[config.mk]
export PLATFORM = sky130hd
export DESIGN_NAME = switch_toggle_ctrl
export DESIGN_NICKNAME = d
export VERILOG_FILES = /design/src/rtl/switch_ctrl_pkg.sv /design/src/rtl/switch_debounce.sv /design/src/rtl/switch_toggle_ctrl.sv
export SDC_FILE = /design/constraint.sdc
export NUM_CORES = 1
export LEC_CHECK = 0
export CAP_MARGIN = 20
export CELL_PAD_IN_SITES_DETAIL_PLACEMENT = 0
export CELL_PAD_IN_SITES_GLOBAL_PLACEMENT = 1
export CORE_UTILIZATION = 46
export DETAILED_ROUTE_END_ITERATION = 10
export PLACE_DENSITY_LB_ADDON = 0.2
export SYNTH_ARGS = -nofsm -noshare
export SYNTH_HDL_FRONTEND = slang
export SYNTH_SLANG_ARGS = --single-unit
[constraint.sdc]
create_clock -name clock -period 2 [get_ports clock]
set_input_delay 0.4 -clock clock [delete_from_list [all_inputs] [get_ports clock]]
set_output_delay 0.4 -clock clock [all_outputs]
set_load 0.01 [all_outputs]
[src/rtl/switch_ctrl_pkg.sv]
// Shared constants for the multi-channel switch controller: mode encodings,
// default sizing and the per-channel next-state rule.
package switch_ctrl_pkg;

    localparam int DEFAULT_CHANNELS        = 4;
    localparam int DEFAULT_DEBOUNCE_CYCLES = 16;

    localparam logic MODE_TOGGLE    = 1'b0;
    localparam logic MODE_MOMENTARY = 1'b1;

    // Momentary follows the upcoming debounced level; toggle flips only on an accepted press.
    function automatic logic next_switch(
        input logic mode_bit,
        input logic cur_switch,
        input logic stable_next,
        input logic press
    );
        if (mode_bit == MODE_MOMENTARY) begin
            return stable_next;
        end
        return cur_switch ^ press;
    endfunction

endpackage

[src/rtl/switch_debounce.sv]
// One switch channel: optional two-flop synchroniser (SWITCH_SYNC_EN), debounce
// counter and accepted level. Exposes the next accepted level and a press strobe.
module switch_debounce
    import switch_ctrl_pkg::*;
#(
    parameter int DEBOUNCE_CYCLES = DEFAULT_DEBOUNCE_CYCLES
) (
    input  logic clock,
    input  logic reset,
    input  logic button_in,
    output logic stable_next,
    output logic rise
);

    localparam int              CNT_W   = $clog2(DEBOUNCE_CYCLES);
    localparam logic [CNT_W-1:0] CNT_MAX = CNT_W'(DEBOUNCE_CYCLES - 1);

    logic             sample;
    logic [CNT_W-1:0] cnt_q, cnt_d;
    logic             stable_q, stable_d;

`ifdef SWITCH_SYNC_EN
    logic [1:0] sync_q, sync_d;

    assign sync_d = {sync_q[0], button_in};
    assign sample = sync_q[1];

    always_ff @(posedge clock or posedge reset) begin
        if (reset) begin
            sync_q <= 2'b00;
        end else begin
            sync_q <= sync_d;
        end
    end
`else
    assign sample = button_in;
`endif

    // Any sample that agrees with the accepted level restarts the run count.
    always_comb begin
        cnt_d    = cnt_q;
        stable_d = stable_q;
        rise     = 1'b0;
        if (sample == stable_q) begin
            cnt_d = '0;
        end else if (cnt_q == CNT_MAX) begin
            stable_d = sample;
            cnt_d    = '0;
            rise     = sample;
        end else begin
            cnt_d = cnt_q + 1'b1;
        end
    end

    assign stable_next = stable_d;

    always_ff @(posedge clock or posedge reset) begin
        if (reset) begin
            cnt_q    <= '0;
            stable_q <= 1'b0;
        end else begin
            cnt_q    <= cnt_d;
            stable_q <= stable_d;
        end
    end

endmodule

[src/rtl/switch_toggle_ctrl.sv]
// Multi-channel debounced switch controller with per-channel toggle/momentary
// mode and change pulses. Input synchroniser enabled by defining SWITCH_SYNC_EN.
module switch_toggle_ctrl
    import switch_ctrl_pkg::*;
#(
    parameter int CHANNELS        = DEFAULT_CHANNELS,
    parameter int DEBOUNCE_CYCLES = DEFAULT_DEBOUNCE_CYCLES
) (
    input  logic                clock,
    input  logic                reset,
    input  logic [CHANNELS-1:0] button_in,
    input  logic [CHANNELS-1:0] mode,
    output logic [CHANNELS-1:0] switch_out,
    output logic [CHANNELS-1:0] changed
);

    logic [CHANNELS-1:0] stable_next;
    logic [CHANNELS-1:0] rise;
    logic [CHANNELS-1:0] switch_q, switch_d;
    logic [CHANNELS-1:0] changed_q, changed_d;

    generate
        for (genvar gi = 0; gi < CHANNELS; gi++) begin : g_chan
            switch_debounce #(
                .DEBOUNCE_CYCLES(DEBOUNCE_CYCLES)
            ) u_debounce (
                .clock       (clock),
                .reset       (reset),
                .button_in   (button_in[gi]),
                .stable_next (stable_next[gi]),
                .rise        (rise[gi])
            );
        end
    endgenerate

    // Switching to momentary resyncs to the debounced level on the next edge.
    always_comb begin
        switch_d = switch_q;
        for (int i = 0; i < CHANNELS; i++) begin
            switch_d[i] = next_switch(mode[i], switch_q[i], stable_next[i], rise[i]);
        end
        changed_d = switch_d ^ switch_q;
    end

    always_ff @(posedge clock or posedge reset) begin
        if (reset) begin
            switch_q  <= '0;
            changed_q <= '0;
        end else begin
            switch_q  <= switch_d;
            changed_q <= changed_d;
        end
    end

    assign switch_out = switch_q;
    assign changed    = changed_q;

endmodule

==> flow_metrics.py <==
metrics = {
    "run_status": {
        "status": "completed",
    },
    "cts": {
        "ctsHoldBuffers": 0,
        "htree_levels": 1,
        "clock_insertion_delay_worst_skew_ns": 0.31,
        "post_cts_buffers": 0,
        "cts-buffers-inserted": 3,
        "root_buffer": "clkbuf_4",
        "cts_tree": "done",
        "clock-sinks": 28,
        "ctsResizeCount": 0,
        "path_clk_slew_ns": 0.13,
        "cts_buffer_depth": 2,
    },
    "timing": {
        "whs_ns": 0.448,
        "skew_ns": 0.00594,
        "fin_ws_ns": 0.266,
        "timing.fmax_ghz": 0.577,
        "slew_headroom": 0.758,
        "finalHoldViolations": 0,
        "slew_viol_final": 0,
        "rsz0062_at_grt": "no",
        "worstMarginPinSlew_ns": 0.360,
        "setup_tns_ns": 0,
        "min_period_over_period": 0.867,
        "min_period_ns": 1.73,
        "setup_viol": 0,
    },
    "critical_path": {
        "cp_slowest_cell": "clkdlybuf4s50_1",
        "worstReg2RegEnd": "changed[3]$_DFF_PP0_",
        "slowest_delay_ns": 0.57,
        "worstPathArrival_ns": 1.33,
        "reg2reg_from": "g_chan[3].u_debounce.cnt_q[0]$_DFF_PP0_",
        "cp.required_ns": 1.60,
        "crit_path_max_fanout": 7,
        "end_kind": "primary output",
        "start_kind": "flip-flop",
        "path_class": "reg2out",
        "r2r_slack_ns": 0.64,
        "crit_chain": "clkdlybuf4s50_1",
        "crit_family": "buffers and inverters",
        "reg2regPathDepth": 4,
        "worst-path-buf-inv": 1,
    },
    "power_and_ir_drop": {
        "pwr-share-clk": 0.217,
        "internal_power_mw": 0.743,
        "seq_power_share": 0.637,
        "power_mw": 0.985,
        "combPwrFrac": 0.145,
        "cellLeakagePower_nw": 0.712,
        "switching_share": 0.246,
        "p_switching_mw": 0.242,
        "power_density_nw_per_um2": 577,
        "ir_drop_mv": 0.400,
    },
    "yosys": {
        "ys_ff_latch": 28,
        "synth_warnings": 0,
        "synth_top_area_share": 0.477,
        "synth_area_um2": 1470,
        "synth_nets": 159,
        "ys_top_cells_by_area": "dfrtp_1 48%, nand4b_1 4.8%, xnor2_1 4.8%",
        "synth_cell_type_count": 21,
        "avgSynthCellArea_um2": 10.1,
        "seq_area_frac_synth": 0.477,
        "netlist_instances": 145,
        "yosysTopAreaCell": "dfrtp_1",
    },
    "detailed_routing": {
        "vias_per_cell": 5.36,
        "drtPass1Iterations": 4,
        "num_vias": 1105,
        "drc": 0,
        "postRouteAntennaNets": 0,
        "first_iter_violations": 93,
        "wl_per_cell_um": 12.3,
        "wl_mm": 2.54,
    },
    "run": {
        "drv_cap": 0,
    },
    "global_routing": {
        "antenna_found_initial": 0,
        "grt_use_total": 0.170,
        "grt_overflow": 0,
        "grt_max_degree": 29,
        "grt_pass1_wl_mm": 4.51,
        "grt_pass1_vias": 1070,
    },
    "cells_and_area": {
        "final_util": 0.559,
        "synthToLayoutAreaGrowth_pct": 16.0,
        "fin_nets": 178,
        "design_area_um2": 1710,
        "layout-drive-gt1-share": 0.0494,
        "stdcell_count": 206,
        "mostFrequentLayoutCell": "dfrtp_1",
        "insertedDiodeCount": 0,
        "fillers": 288,
        "final_cell_mix": "28 x dfrtp_1, 17 x clkdlybuf4s50_1, 12 x nor2_1, 12 x nand2_1",
    },
    "die": {
        "initial_core_util": 0.482,
        "row_count": 20,
        "die_x_um": 58.5,
        "die_h_um": 58.5,
        "core_area_um2": 3050,
        "io_pins": 18,
        "dieArea_um2": 3430,
    },
    "placed_design": {
        "placed_cells": 203,
        "placed_cell_area_um2": 1680,
        "hpwlAfterDp_mm": 1.86,
        "io_buffer_count": 17,
        "pre_cts_ws_ns": 0.385,
        "gp_congestion": 0.728,
    },
    "worst_hold_path": {
        "hold_path.class": "in2async",
    },
}
-- logic make-up (layout without fill, tap and decap cells) --
kind of cell	after synthesis	in the layout	synth area share
simple gates	72	72	0.310
flops	28	28	0.477
compound gates	24	24	0.106
buf+inv	9	26	0.0264
xor+xnor	8	8	0.0477
fa+ha+maj	4	4	0.0340
-- flip-flops by register name, summed over array words and instances, names as in the netlist --
| register | cells |
|---|---|
| switch_out | 4 |
| changed | 4 |
| g_chan.u_debounce.cnt_q | 16 |
| g_chan.u_debounce.stable_q | 4 |
-- layout make-up --
type	instances	area, µm²	area share
Clock buffer	3	22.5	0.0132
Inverter	5	18.8	0.0110
Multi-Input combinational cell	108	731	0.428
Sequential cell	28	701	0.411
Tap cell	44	55.1	0.0323
Timing Repair Buffer	18	178	0.104
-- power by group through the flow --
| stage | logic [mW] | clock network [mW] | registers (mW) |
|---|---|---|---|
| floorplan | 0.0823 | 0 | 0.635 |
| global placement | 0.140 | 0 | 0.636 |
| detailed placement | 0.144 | 0 | 0.639 |
| CTS | 0.146 | 0.232 | 0.627 |
| global route | 0.163 | 0.254 | 0.633 |
| finish | 0.143 | 0.214 | 0.627 |
-- layer usage --
layer / track usage / up-vias / part of all wire
met4: 0.0510 / 0 / 0.0071
met3: 0.0264 / 2 / 0.026
met5: 0 / - / 0
met1: 0.243 / 518 / 0.51
li1: - / 571 / -
met2: 0.269 / 14 / 0.46
-- cell usage after synthesis --
master	instances
a21oi_1	8
a31oi_1	4
and2_1	4
and3_1	4
and4b_1	4
buf_2	4
dfrtp_1	28
ha_1	4
inv_1	5
nand2_1	12
nand3_1	8
nand3b_1	8
nand4_2	4
nand4b_1	8
nor2_1	12
nor2b_1	4
nor3b_1	4
o211ai_1	4
o21ai_0	4
o32a_1	4
xnor2_1	8
-- worst max path at each step --
stage / start / end / slack (ns) / cells after the start
3_3_place_gp: button_in[2] / changed[2]$_DFF_PP0_ / 0.40 / 4
2_1_floorplan: g_chan[3].u_debounce.cnt_q[0]$_DFF_PP0_ / changed[3]$_DFF_PP0_ / 0.79 / 4
3_5_place_dp: button_in[2] / changed[2]$_DFF_PP0_ / 0.38 / 4
6_report: switch_out[3]$_DFF_PP0_ / switch_out[3] / 0.27 / 1
4_1_cts: switch_out[3]$_DFF_PP0_ / switch_out[3] / 0.25 / 1
5_1_grt: switch_out[3]$_DFF_PP0_ / switch_out[3] / 0.18 / 1
(Power assumes the default switching activity.)
